## src/rtl/mt_pkg.sv

```systemverilog
// Shared constants and helpers for the multithreaded fetch front end.
// The datapath and imem stages use the same defaults and thread-id width rule.
package mt_pkg;

  localparam int N_THREADS_DEF     = 4;
  localparam int PC_WIDTH_DEF      = 64;
  localparam int THREAD_STRIDE_DEF = 'h100;

  // A thread id is at least one bit wide, even for a single-thread build.
  function automatic int tid_width(input int n_threads);
    return (n_threads <= 1) ? 1 : $clog2(n_threads);
  endfunction

endpackage

```

## src/rtl/mt_pc_unit_if.sv

```systemverilog
// Fetch-side bundle of the PC unit: thread control and redirect in, fetch address out.
// The pipeline side drives master; the PC unit is the slave.
interface mt_pc_unit_if
  import mt_pkg::*;
#(
  parameter int N_THREADS = N_THREADS_DEF,
  parameter int PC_WIDTH  = PC_WIDTH_DEF
);

  localparam int TID_W = tid_width(N_THREADS);

  logic                 stall;
  logic [N_THREADS-1:0] thread_en;
  logic                 redirect_valid;
  logic [TID_W-1:0]     redirect_tid;
  logic [PC_WIDTH-1:0]  redirect_pc;
  logic                 fetch_valid;
  logic [TID_W-1:0]     fetch_tid;
  logic [PC_WIDTH-1:0]  fetch_pc;

  modport master (
    output stall, thread_en, redirect_valid, redirect_tid, redirect_pc,
    input  fetch_valid, fetch_tid, fetch_pc
  );

  modport slave (
    input  stall, thread_en, redirect_valid, redirect_tid, redirect_pc,
    output fetch_valid, fetch_tid, fetch_pc
  );

endinterface

```

## src/rtl/mt_pc_unit_rr_thread_sel.sv

```systemverilog
// Round-robin thread picker: the first enabled thread after cur_tid in cyclic
// order, with cur_tid itself considered last.
module rr_thread_sel
  import mt_pkg::*;
#(
  parameter int N_THREADS = N_THREADS_DEF,
  localparam int TID_W    = tid_width(N_THREADS)
) (
  input  logic [TID_W-1:0]     cur_tid,
  input  logic [N_THREADS-1:0] thread_en,
  output logic [TID_W-1:0]     next_tid,
  output logic                 any_en
);

  assign any_en = |thread_en;

  if (N_THREADS == 1) begin : g_single
    assign next_tid = '0;
  end else begin : g_multi
    logic [TID_W-1:0] idx;
    logic             found;

    // Power-of-two thread count, so the TID_W-bit sum wraps around the ring.
    always_comb begin
      // NOTE: every output gets a default first so no path leaves it unassigned (no latch).
      next_tid = cur_tid;
      found    = 1'b0;
      idx      = '0;
      for (int k = 1; k <= N_THREADS; k++) begin
        idx = cur_tid + TID_W'(k);
        if (!found && thread_en[idx]) begin
          next_tid = idx;
          found    = 1'b1;
        end
      end
    end
  end

endmodule

```

## src/rtl/mt_pc_unit.sv

```systemverilog
// Multithreaded program-counter unit: one PC per hardware thread, round-robin
// thread selection, post-increment on fetch, per-thread redirect, global stall.
module mt_pc_unit
  import mt_pkg::*;
#(
  parameter int                  N_THREADS     = N_THREADS_DEF,
  parameter int                  PC_WIDTH      = PC_WIDTH_DEF,
  parameter logic [PC_WIDTH-1:0] PC_INC        = PC_WIDTH'(1),
  parameter logic [PC_WIDTH-1:0] RESET_PC      = '0,
  parameter logic [PC_WIDTH-1:0] THREAD_STRIDE = PC_WIDTH'(THREAD_STRIDE_DEF)
) (
  input logic         clk,
  input logic         rst,
  mt_pc_unit_if.slave bus
);

  localparam int TID_W = tid_width(N_THREADS);

  logic [PC_WIDTH-1:0] pc_reg [N_THREADS];
  logic [TID_W-1:0]    cur_tid;
  logic [TID_W-1:0]    next_tid;
  logic                any_en;
  logic                fetch_valid;

  rr_thread_sel #(
    .N_THREADS (N_THREADS)
  ) u_sel (
    .cur_tid   (cur_tid),
    .thread_en (bus.thread_en),
    .next_tid  (next_tid),
    .any_en    (any_en)
  );

  assign fetch_valid     = bus.thread_en[cur_tid];
  assign bus.fetch_valid = fetch_valid;
  assign bus.fetch_tid   = cur_tid;
  assign bus.fetch_pc    = pc_reg[cur_tid];

  // Redirect beats the fetch increment; an out-of-range redirect_tid matches no thread.
  always_ff @(posedge clk or negedge rst) begin
    if (!rst) begin
      // NOTE: pc_reg is a small flop array, not a RAM, so resetting every entry is intended.
      for (int t = 0; t < N_THREADS; t++) begin
        pc_reg[t] <= RESET_PC + PC_WIDTH'(t) * THREAD_STRIDE;
      end
    end else begin
      for (int t = 0; t < N_THREADS; t++) begin
        // NOTE: non-blocking so every entry updates from the same pre-edge state.
        if (bus.redirect_valid && int'(bus.redirect_tid) == t) begin
          pc_reg[t] <= bus.redirect_pc;
        end else if (!bus.stall && fetch_valid && int'(cur_tid) == t) begin
          pc_reg[t] <= pc_reg[t] + PC_INC;
        end
      end
    end
  end

  // With no thread enabled the selector has nothing to move to, so cur_tid holds.
  always_ff @(posedge clk or negedge rst) begin
    if (!rst) begin
      cur_tid <= '0;
    end else if (!bus.stall && any_en) begin
      cur_tid <= next_tid;
    end
  end

endmodule

```

## src/flat_wrapper.sv

```systemverilog
// flat-port wrapper written by rule: the top's interface ports become plain ports
module mt_pc_unit_flat import mt_pkg::*;
#(
  parameter int                  N_THREADS     = N_THREADS_DEF,
  parameter int                  PC_WIDTH      = PC_WIDTH_DEF,
  parameter logic [PC_WIDTH-1:0] PC_INC        = PC_WIDTH'(1),
  parameter logic [PC_WIDTH-1:0] RESET_PC      = '0,
  parameter logic [PC_WIDTH-1:0] THREAD_STRIDE = PC_WIDTH'(THREAD_STRIDE_DEF)
)
  (clk, rst, bus_stall, bus_thread_en, bus_redirect_valid, bus_redirect_tid, bus_redirect_pc, bus_fetch_valid, bus_fetch_tid, bus_fetch_pc);
  mt_pc_unit_if #(.N_THREADS(N_THREADS), .PC_WIDTH(PC_WIDTH)) bus_i ();
  input logic clk;
  input logic rst;
  input wire logic [$bits(bus_i.stall)-1:0] bus_stall;
  input wire logic [$bits(bus_i.thread_en)-1:0] bus_thread_en;
  input wire logic [$bits(bus_i.redirect_valid)-1:0] bus_redirect_valid;
  input wire logic [$bits(bus_i.redirect_tid)-1:0] bus_redirect_tid;
  input wire logic [$bits(bus_i.redirect_pc)-1:0] bus_redirect_pc;
  output wire logic [$bits(bus_i.fetch_valid)-1:0] bus_fetch_valid;
  output wire logic [$bits(bus_i.fetch_tid)-1:0] bus_fetch_tid;
  output wire logic [$bits(bus_i.fetch_pc)-1:0] bus_fetch_pc;
  assign bus_i.stall = bus_stall;
  assign bus_i.thread_en = bus_thread_en;
  assign bus_i.redirect_valid = bus_redirect_valid;
  assign bus_i.redirect_tid = bus_redirect_tid;
  assign bus_i.redirect_pc = bus_redirect_pc;
  assign bus_fetch_valid = bus_i.fetch_valid;
  assign bus_fetch_tid = bus_i.fetch_tid;
  assign bus_fetch_pc = bus_i.fetch_pc;
  mt_pc_unit #(.N_THREADS(N_THREADS), .PC_WIDTH(PC_WIDTH), .PC_INC(PC_INC), .RESET_PC(RESET_PC), .THREAD_STRIDE(THREAD_STRIDE)) u_core (.clk(clk), .rst(rst), .bus(bus_i));
endmodule
```

## config.mk

```make
export PLATFORM = sky130hd
export DESIGN_NAME = mt_pc_unit_flat
export DESIGN_NICKNAME = d
export VERILOG_FILES = /design/src/rtl/mt_pkg.sv /design/src/rtl/mt_pc_unit_if.sv /design/src/rtl/mt_pc_unit_rr_thread_sel.sv /design/src/rtl/mt_pc_unit.sv /design/src/flat_wrapper.sv
export SDC_FILE = /design/constraint.sdc
export NUM_CORES = 1
export LEC_CHECK = 0
export BUFFER_PORTS_ARGS = -buffer_cell sky130_fd_sc_hd__buf_4
export CAP_MARGIN = 30
export CORE_MARGIN = 1
export CORE_UTILIZATION = 45
export DETAILED_ROUTE_END_ITERATION = 6
export PLACE_DENSITY = 0.62
export SYNTH_ARGS = -nofsm -noshare
export SYNTH_HDL_FRONTEND = slang
export SYNTH_SLANG_ARGS = --single-unit
```

## constraint.sdc

```tcl
create_clock -name clk -period 7.6 [get_ports clk]
set_clock_uncertainty 0.15 [all_clocks]
set_input_delay 1.52 -clock clk [delete_from_list [all_inputs] [get_ports clk]]
set_output_delay 1.52 -clock clk [all_outputs]
set_load 0.01 [all_outputs]
```

; After elaboration in Yosys (flattened, before gate mapping)
; Cells that the tools add are included.
[totals]
wordCells = 76
input_bits = 74
output_inout_bits = 67
ff_bits = 258
[op_classes]
n_eq_ne = 6
n_bitwise = 2
muxes = 25
add_sub_neg = 7
reduce_logical = 26
magnitude_cmp = 5
[op_table]
columns = operator, n
row1 = $mux W64, 10
row2 = $add A64 B1 Y64 const B, 4
row3 = $bmux W64 S2, 1
row4 = $logic_and A1 B1 Y1, 13
row5 = $lt A2 B3 Y1 const B, 4
row6 = $bmux W1 S2, 4
row7 = $eq A2 B2 Y1 const B, 4
row8 = $reduce_bool A2 Y1, 4
row9 = $mux W1, 7
row10 = $mux W2, 3
row11 = $add A2 B2 Y2 const B, 2
row12 = $eq A2 B1 Y1 const B, 2
row13 = $logic_not A1 Y1, 4
row14 = $logic_not A2 Y1, 2
row15 = $reduce_or A4 Y1, 1
row16 = $ge A3 B3 Y1 const B, 1
row17 = $not A2 Y3, 1
row18 = $reduce_and A3 Y1, 1
row19 = $reduce_bool A3 Y1, 1
row20 = $add A2 B1 Y2 const B, 1
row21 = $not A1 Y1, 1

; Longest topological paths before layout
; Gate-level depths: netlist of run 1.
[logic_depth]
depth_word = 14
mapped_depth = 12
mapped_depth_nobuf = 8

; Hierarchy
; From an unflattened synthesis of run 1, not the netlist that was laid out.
[hier_totals]
hier_cells = 1826
area_unflattened_um2 = 16315.6
[modules_own_cells]
columns = mod, cells_per_inst, instances, area_per_inst_um2
row1 = mt_pc_unit, 1812, 1, 16243.1
row2 = rr_thread_sel, 14, 1, 72.6

; Worst setup path before layout of run 1
; OpenSTA, ideal clock, no wires.
[synth_timing]
kind = input to output
startpoint = input port bus_thread_en[3]
endpoint = output port bus_fetch_valid
path_buffers = 1
cell_stages = 2
slack_ps = 3696
t_arrival_ps = 2234
cell_sequence = mux4_2 > buf_4
[synth_between]
elab_chain_cells = 2
[synth_lines]
columns = item, line
row1 = "start, declared", flat_wrapper.sv:15  ; input wire logic [$bits(bus_i.thread_en)-1:0] bus_thread_en;
row2 = $bmux W1 S2, mt_pc_unit.sv:34  ; assign fetch_valid = bus.thread_en[cur_tid];
row3 = $mux W1 (not written as such), mt_pc_unit.sv:34
row4 = "end, declared", flat_wrapper.sv:19  ; output wire logic [$bits(bus_i.fetch_valid)-1:0] bus_fetch_valid;
; No other way between the ends. The select of a mux whose other input is x is not followed.

; Worst setup path in the final report of run 1
[layout_timing]
startpoint = register u_core.cur_tid[0] (netlist: u_core.bus.fetch_tid[0])
endpoint = output port bus_fetch_pc[28]
[layout_between]
elab_chain_cells = 4
[layout_lines]
columns = item, line
row1 = "start, declared", mt_pc_unit.sv:20  ; logic [TID_W-1:0] cur_tid;
row2 = "start signal, assigned", mt_pc_unit.sv:63  ; cur_tid <= next_tid;
row3 = $not A2 Y3 (not written as such), mt_pc_unit.sv:37  ; assign bus.fetch_pc = pc_reg[cur_tid];
row4 = $bmux W64 S2, mt_pc_unit.sv:37
row5 = $mux W64 (not written as such) (2 in a row), mt_pc_unit.sv:37
row6 = "end, declared", flat_wrapper.sv:21  ; output wire logic [$bits(bus_i.fetch_pc)-1:0] bus_fetch_pc;
; No other way between the ends. The select of a mux whose other input is x is not followed.

==> metrics, run 1 <==
outcome=complete, no violations; CP endpoint kind=primary output; Primary FF master, synth=dfrtp_1; # IOs=about 140; max-slew violations=0; yosys warns=0; unrepaired setup endpoints after global routing=no; hold slack=between 0.4 and 0.5 ns; GRT Util Overall=0.307; critical path class=register to primary output; global-route wire length before repair=88.9 mm; syn_nets=1920; Post-synth top cells=dfrtp_1 (254), nand2_1 (248), nor2_1 (180); fin util=0.530; NumNets Final=approximately 2000; routed vias=~15000; CTS tree=yes; FP Rows=69; Yosys top cell by area=dfrtp_1; Final min period=around 4.7 ns; Clock Sinks=258; pin count of the biggest net entering global routing=roughly 170; crit-path cells=buf_4, mux4_2, buf_4; CP Launch Type=register; area share of the largest cell type after synthesis=0.383; Peak VDD IR=0.247 mV; DIE HEIGHT=194 um; Unique masters post-synth=57; die width=194 um; TNS Setup=0 ns; Post-synth EDFFs=0; post-DP HPWL=41.3 mm; top cells by area, synth=dfrtp_1 (38%), mux4_2 (9.1%), xnor2_1 (6.6%); diode count=0; Post-synth ARST share=1.00; number of global-route vias before repair=14300; Avg Vias per Cell=6.21; layout cells sized above 1=0.161; Worst EP required=5.93 ns; max reg flops=256; part of the Yosys area used for sequential elements=0.389; GPL Wtd Cong=around 0.94; max_cap viols=0; fin crit share=0.619; Buf+Inv Stages, Crit Path=2; worst-margin pin slew=1.06 ns; PortBufs=140; drt initial violations=1700; most common cell in the synthesized netlist=dfrtp_1; most frequent CP cell=buf_4; die area=0.0377 mm2; Detailed Route WL=57.8 mm; Placeable Area=about 0.036 mm2; Slowest-stage cell, CP=dfrtp_4; final setup vio count=0; DRC=0; register bit total from synthesis=258; clk_lat worst skew=0.56 ns; Overflow after GRT=0; Max stage delay on crit path=0.91 ns; largest fanout on the critical path=41; clk slew on worst S/H paths=about 0.060 ns; drt pass-1 iters=5; post-CTS resize count=0; Rel. slew slack=0.296; routed wire length per instance=23.9 um; Initial Util=0.462; area of the mapped netlist=0.0166 mm2; H-tree Lvls=1; Post-Syn Area per Cell=9.03 um2; Leak Pwr=7.06 nW; power density over the cells=287 mW/mm2; Synth Instances=1838; f_max=around 0.21 GHz; clk buf depth=3; Worst path top cell family by delay=flip-flops; postcts setup bufs=0; Worst Hold Class=register to register; CTS buffer count=30; endpoints failing hold=0; root buf cell=clkbuf_16; initial antenna violation count=0; Layout area overhead=14.7%; Routed Antenna Nets=0; post-cts hold buffer count=0; arrival time worst endpoint=3.03 ns
[layer usage]
| metal | vias to the layer above | track usage | part of all wire |
|---|---|---|---|
| met4 | 0 | 0.0985 | 0.030 |
| met3 | 113 | 0.0551 | 0.085 |
| met2 | 739 | 0.482 | 0.46 |
| met5 | - | 0 | 0 |
| met1 | 7395 | 0.429 | 0.42 |
| li1 | 6767 | - | - |
[where the power goes]
group | switching [mW] | leakage, nW | total, mW | internal [mW]
sequential | 0.463 | 3.04 | 2.10 | 1.64
combinational | 0.905 | 3.54 | 1.92 | 1.01
clock | 0.596 | 0.478 | 1.45 | 0.855
total | 1.96 | 7.06 | 5.47 | 3.51
[worst register-to-register path, stage by stage (launching register included)]
cell and delay (ns):
dfrtp_4 0.91, ha_1 0.30, and3b_1 0.16, a32o_1 0.64
nand3_1 0.87, nor4_1 0.61, xnor2_1 0.17, a21oi_1 0.08
[final cells by class]
| class | instances | area, um2 |
|---|---|---|
| clock inverters | 4 | 45.0 |
| well taps | 461 | 577 |
| fillers | 3332 | 16900 |
| inverters | 27 | 101 |
| multi-input cells | 1454 | 9660 |
| repair buffers | 165 | 1260 |
| flip-flops and latches | 258 | 6470 |
| clock buffers | 50 | 927 |
[path summary, 6_finish.rpt]
path,slack [ns],startpoint,depth (start not counted),to
min reg2reg,0.41,u_core.pc_reg[191],2,u_core.pc_reg[191]
min in group asynchronous,0.81,rst,1,u_core.pc_reg[215]
max in group asynchronous,4.91,rst,2,u_core.bus.fetch_tid[0]
max,2.90,u_core.bus.fetch_tid[0],3,bus_fetch_pc[28]
max reg2reg,3.57,u_core.bus.fetch_tid[0],7,u_core.pc_reg[178]
min,0.41,u_core.pc_reg[191],2,u_core.pc_reg[191]
[metrics by stage]
step | power [mW] | setup WS, ns | area, um2 | instances
floorplan | 3.18 | 3.70 | 16600 | 1838
global placement | 3.99 | 3.21 | 18000 | 2358
detailed placement | 4.03 | 3.16 | 18100 | 2365
CTS | 5.48 | 2.80 | 19000 | 2419
global route | 5.72 | 2.68 | 19000 | 2419
finish | 5.47 | 2.90 | 19000 | 2419
[cell families after synthesis]
kind of cell    synth area share
compound gates            0.0813
xor+xnor                   0.131
fa+ha+maj                0.00603
buf+inv                   0.0302
flops                      0.389
mux                       0.0953
simple gates               0.267
[layout by cell type (no fill, tap or decap), types with 6 or more instances in the layout]
cell       synthesis  final
dfrtp_1          254    252
nand2_1          248    248
nor2_1           180    179
buf_4              3    158
o21ai_0          133    133
xnor2_1          126    126
xor2_1           123    123
a21oi_1          113    113
nand4_1           98     98
nand3_1           95     95
mux4_2            67     67
nor3_1            51     51
and3_1            45     44
nor4_1            36     35
and4_1            31     31
clkbuf_16          0     31
inv_1             27     27
and2_1            13     13
or3_1             11     11
clkbuf_1          76     11
ha_1               8      8
clkbuf_8           0      8
nor4_2             6      7
nor2b_1            6      6
nor3_2             6      6
o21ai_1            6      6
(Power assumes the default switching activity.)
==> inputs of run 2 (changes only) <==
--- a/config.mk
+++ b/config.mk
@@ -5,12 +5,13 @@
 export SDC_FILE = /design/constraint.sdc
 export NUM_CORES = 1
 export LEC_CHECK = 0
+export ABC_AREA = 1
 export BUFFER_PORTS_ARGS = -buffer_cell sky130_fd_sc_hd__buf_4
 export CAP_MARGIN = 30
 export CORE_MARGIN = 1
 export CORE_UTILIZATION = 45
 export DETAILED_ROUTE_END_ITERATION = 6
-export PLACE_DENSITY = 0.62
+export PLACE_DENSITY = 0.64
 export SYNTH_ARGS = -nofsm -noshare
 export SYNTH_HDL_FRONTEND = slang
 export SYNTH_SLANG_ARGS = --single-unit
==> constraint.sdc (replaced) <==
create_clock -name clk -period 4.2 [get_ports clk]
set_clock_uncertainty 0.15 [all_clocks]
set_input_delay 0.84 -clock clk [delete_from_list [all_inputs] [get_ports clk]]
set_output_delay 0.84 -clock clk [all_outputs]
set_load 0.01 [all_outputs]
==> run 2 against run 1 <==
Core utilization decreased by 1.7 points. Synthesized cell count increased by 110%. Sequential power increased to 3.0 times the previous value. Non-clock buffer count increased by 5. Clock-buffer cell count decreased by 1. Worst setup slack got worse by 2.7 ns. Critical path type unchanged. Critical endpoint is now bus_fetch_pc[12]. Largest power group is now combinational cells.
==> metrics, run 2 <==
Initial Util=0.455 (-0.00760); Overflow after GRT=0 (unchanged); Detailed Route WL=107 mm (+86%); GRT Util Overall=0.432 (+0.125); Placed Area=0.0233 mm2 (+29%); DIE HEIGHT=221 um (+14%); postcts setup bufs=0 (unchanged); crit path from=u_core.bus.fetch_tid[0]; routed wire length per instance=23.8 um (-0.19%); NumNets Final=3952 (+96%); Post-synth ARST share=1.00 (unchanged); final setup vio count=0 (unchanged); Unique masters post-synth=30 (-47%); area of the mapped netlist=0.0217 mm2 (+30%); number of global-route vias before repair=22700 (+59%); die width=221 um (+14%); Avg Vias per Cell=5.76 (-7.2%); Primary FF master, synth=dfrtp_1; routed vias=26000 (+73%); DRC=0 (unchanged); largest fanout on the critical path=80 (+95%); initial antenna violation count=2 (+2); arrival time worst endpoint=2.97 ns (-0.06 ns); post-DP HPWL=84.6 mm (+100%); worst-margin pin slew=0.876 ns (-0.180 ns); f_max=approximately 0.25 GHz; commonest non-fill, non-tap cell in the layout=nand2_1; TNS Setup=0 ns (unchanged); Peak VDD IR=0.524 mV (+110%); Leak Pwr=10.8 nW (+53%); clk buf depth=3 (unchanged); root buf cell=clkbuf_16; Placeable Area=0.0476 mm2 (+33%); area share of the largest cell type after synthesis=0.293 (-0.0894); Post-synth top cells=nand2_1 (1590), nor2_1 (583), inv_1 (316); drt initial violations=3676 (+120%); Synth Instances=3784 (+110%); max reg flops=256 (unchanged); Routed Antenna Nets=0 (unchanged); Worst Hold Class=input port to async pin; register bit total from synthesis=258 (unchanged); H-tree Lvls=2 (+1); Clock Sinks=258 (unchanged); syn_nets=3866 (+100%); top cells by area, synth=dfrtp_1 (29%), nand2_1 (28%), nor2_1 (10%); Post-synth EDFFs=0 (unchanged); Layout area overhead=12.8%; global-route wire length before repair=155 mm (+75%); Yosys top cell by area=dfrtp_1; clk_lat worst skew=0.57 ns (about the same); Post-Syn Area per Cell=5.72 um2 (-37%); CTS buffer count=36 (+20%); power density over the cells=694 mW/mm2 (+140%); Worst EP required=3.21 ns (-2.72 ns); drt pass-1 iters=6 (+1); CP endpoint kind=primary output; fin crit share=0.942; PortBufs=140 (unchanged); GPL Wtd Cong=1.08 (+16%); # IOs=141 (unchanged); FP Rows=80 (+16%); unrepaired setup endpoints after global routing=no; Rel. slew slack=0.416 (+0.120); max_cap viols=0 (unchanged); CP Launch Type=register; most common cell in the synthesized netlist=nand2_1; worst r2r src=u_core.bus.fetch_tid[0]; post-cts hold buffer count=0 (unchanged); clk slew on worst S/H paths=0.06 ns (about the same); most frequent cells in the layout=nand2_1 (1590), nor2_1 (579), inv_1 (315); post-CTS resize count=0 (unchanged); die area=0.0490 mm2 (+30%); part of the Yosys area used for sequential elements=0.298 (-0.0909); Final min period=approximately 4 ns; critical path class=register to primary output; pin count of the biggest net entering global routing=87 (-50%); yosys warns=0 (unchanged); CTS tree=yes; endpoints failing hold=0 (unchanged); max-slew violations=0 (unchanged); Layout Cell Area excl Fill=0.0244 mm2 (+28%); outcome=complete, no violations; layout cells sized above 1=0.0668 (-0.0946)
run 2: final timing paths:
| check | to | slack [ns] | cells after the start |
|---|---|---|---|
| worst max-delay path | bus_fetch_pc[12] | 0.24 | 6 |
| worst min-delay path | u_core.pc_reg[67] | 0.13 | 1 |
| worst max register to register | u_core.pc_reg[215] | 0.86 | 10 |
| worst min register to register | u_core.pc_reg[136] | 0.39 | 2 |
| max in group asynchronous | u_core.pc_reg[80] | 2.81 | 2 |
| min in group clk | u_core.pc_reg[136] | 0.39 | 2 |
run 2: final cells by class:
type                       count  area, um2
fill                        5178      23200
multi-input combinational   3077      13500
sequential                   258       6460
timing repair buffer         170       1350
inverter                     327       1230
clock buffer                  49       1020
tap                          615        769
clock inverter                11       95.1
antenna                        1       2.50
run 2: stage by stage:
step / setup WS [ns] / power (mW) / instances / hold slack [ns] / util
floorplan: 1.50 / 9.80 / 3784 / 0.324 / -
global placement: 0.938 / 13.6 / 4446 / 0.354 / 0.489
detailed placement: 0.886 / 13.6 / 4447 / 0.381 / 0.489
CTS: 0.276 / 16.7 / 4507 / 0.164 / 0.513
global route: 0.0884 / 17.8 / 4507 / 0.194 / 0.513
finish: 0.243 / 17.0 / 4508 / 0.129 / 0.513
run 2: report_power, final:
part           leakage [nW]  switching [mW]  internal (mW)  total (mW)
registers              3.23            2.67           3.63        6.30
clock network         0.555            1.30           1.76        3.06
logic                  7.01            4.75           2.85        7.60
total                  10.8            8.71           8.24        17.0
run 2: worst max-delay path, stage by stage, from the launching register on:
cell	delay, ns
dfrtp_4	0.73
inv_4	0.32
buf_4	0.63
a21oi_1	0.14
o21ai_0	0.15
o21ai_0	0.17
buf_4	0.17
run 2: cell families (layout without fill, tap and decap cells):
kind of cell,count (synthesis),in the layout,synth area share
adders and majority gates,8,8,0.00462
AOI/OAI and AO/OA,415,415,0.102
and+or+nand+nor,2536,2536,0.467
other,0,1,0
DFF,258,258,0.298
xor gates and xnor gates,118,118,0.0477
buffers and inverters,449,557,0.0806
run 2: layer usage:
layer,vias up,routed length (um),global-route usage
li1,12100,-,-
met1,12000,43900,0.595
met2,1627,43000,0.606
met3,304,14000,0.126
met4,2,6590,0.228
met5,-,16,0
==> inputs of run 3 (changes only) <==
--- a/config.mk
+++ b/config.mk
@@ -10,6 +10,7 @@
 export CAP_MARGIN = 30
 export CORE_MARGIN = 1
 export CORE_UTILIZATION = 45
+export CTS_BUF_LIST = sky130_fd_sc_hd__clkbuf_4 sky130_fd_sc_hd__clkbuf_8 sky130_fd_sc_hd__clkbuf_16
 export DETAILED_ROUTE_END_ITERATION = 6
 export PLACE_DENSITY = 0.64
 export SYNTH_ARGS = -nofsm -noshare
==> run 3 against run 2 <==
Clock power rose by 1%. Final cell count did not move. Worst setup slack got worse by 0.055 ns. Clock-buffer cell count did not move. Wire length barely moved. Critical path depth did not move. Critical endpoint unchanged.
==> metrics, run 3 (synthesized netlist as in run 2, its figures left out) <==
PortBufs=140 (unchanged); max reg flops=256 (unchanged); GPL Wtd Cong=1.08 (unchanged); CP endpoint kind=primary output; Final min period=4.01 ns (+0.0549 ns); endpoints failing hold=0 (unchanged); routed wire length per instance=23.8 um (about the same); post-cts hold buffer count=0 (unchanged); Detailed Route WL=107 mm (about the same); largest fanout on the critical path=80 (unchanged); CTS tree=yes; critical path class=register to primary output; max_cap viols=0 (unchanged); Placeable Area=0.0476 mm2 (unchanged); die width=221 um (unchanged); power density over the cells=695 mW/mm2 (+0.14%); hold slack=0.127 ns (-0.00177 ns); r2r setup slk=0.88 ns (+0.02 ns); clk_lat worst skew=0.58 ns (about the same); Rel. slew slack=0.405 (-0.0115); GRT Util Overall=0.432 (about the same); R2R cell count=10 (unchanged); drt initial violations=3685 (+0.24%); Crit Reg-Reg Endpoint=u_core.pc_reg[215]; commonest non-fill, non-tap cell in the layout=nand2_1; # IOs=141 (unchanged); pre-CTS setup slack=0.886 ns (unchanged); post-DP HPWL=84.6 mm (unchanged); arrival time worst endpoint=3.02 ns (+0.05 ns); initial antenna violation count=1 (-1); Layout area overhead=13.0%; layout cells sized above 1=0.0686 (+0.00180); number of global-route vias before repair=22700 (+0.035%); outcome=complete, no violations; worst-margin pin slew=0.893 ns (+0.0172 ns); global-route wire length before repair=155 mm (about the same); final setup vio count=0 (unchanged); worst r2r src=u_core.bus.fetch_tid[0]; clk buf depth=3 (unchanged); Peak VDD IR=0.521 mV (-0.57%); Worst Hold Class=input port to async pin; pin count of the biggest net entering global routing=87 (unchanged); Overflow after GRT=0 (unchanged); TNS Setup=0 ns (unchanged); unrepaired setup endpoints after global routing=no; root buf cell=clkbuf_16; drt pass-1 iters=7 (+1); routed vias=26200 (+0.76%); die area=0.0490 mm2 (unchanged); fin crit share=0.955 (+0.0131); Avg Vias per Cell=5.81 (+0.76%); H-tree Lvls=2 (unchanged); fin util=0.513 (+0.000552); FP Rows=80 (unchanged); Worst EP required=3.21 ns (about the same); Placed Area=0.0233 mm2 (unchanged); final worst slack=0.188 ns (-0.0549 ns); Initial Util=0.455 (unchanged); Layout Cell Area excl Fill=0.0245 mm2 (+0.11%); DRC=0 (unchanged); CTS buffer count=36 (unchanged); max-slew violations=0 (unchanged); most frequent cells in the layout=nand2_1 (1590), nor2_1 (579), inv_1 (315); Routed Antenna Nets=0 (unchanged); NumNets Final=3952 (unchanged); clk slew on worst S/H paths=0.06 ns (about the same); CP Launch Type=register; Clock Sinks=258 (unchanged); DIE HEIGHT=221 um (unchanged); f_max=0.249 GHz (-1.4%); post-CTS resize count=0 (unchanged); postcts setup bufs=0 (unchanged); Leak Pwr=10.8 nW (+0.22%)
-- run 3: changes by cell type in the layout (fill, tap and decap cells not counted) --
cell,before,now
clkbuf_4,0,7
clkbuf_1,7,0
-- run 3: layout make-up --
type | instances | area (um2)
antenna | 1 | 2.50
clock buffer | 49 | 1050
clock inverter | 11 | 95.1
fill | 5174 | 23200
inverter | 327 | 1230
multi-input combinational | 3077 | 13500
sequential | 258 | 6460
tap | 615 | 769
timing repair buffer | 170 | 1350
-- run 3: worst max path at each step --
stage / to / slack (ns) / from
after floorplan: bus_fetch_pc[10] / 1.50 / u_core.bus.fetch_tid[0]
after global placement: u_core.pc_reg[234] / 0.94 / bus_thread_en[3]
after detailed placement: bus_fetch_pc[12] / 0.89 / u_core.bus.fetch_tid[0]
after CTS: bus_fetch_pc[12] / 0.28 / u_core.bus.fetch_tid[0]
after global routing: bus_fetch_pc[12] / 0.09 / u_core.bus.fetch_tid[0]
final: bus_fetch_pc[12] / 0.19 / u_core.bus.fetch_tid[0]
-- run 3: worst max-delay path, cell delays in order (launching register included) --
cell     delay, ns
dfrtp_4       0.73
inv_4         0.32
buf_4         0.64
a21oi_1       0.15
o21ai_0       0.16
o21ai_0       0.19
buf_4         0.18
-- run 3: stage by stage --
step	std cells	total power, mW
3_3_place_gp	4446	13.6
6_report	4508	17.0
2_1_floorplan	3784	9.80
5_1_grt	4507	17.8
3_5_place_dp	4447	13.6
4_1_cts	4507	16.7
-- run 3: metal layers --
metal,up-vias,share of wire,GRT usage
li1,12100,-,-
met1,12100,0.41,0.595
met2,1689,0.40,0.605
met3,324,0.13,0.125
met4,2,0.062,0.231
met5,-,0.00015,0
-- run 3: where the power goes --
group	switching, mW	leakage [nW]	internal [mW]	total (mW)
sequential	2.67	3.23	3.63	6.30
clock	1.29	0.579	1.81	3.10
combinational	4.75	7.01	2.85	7.60
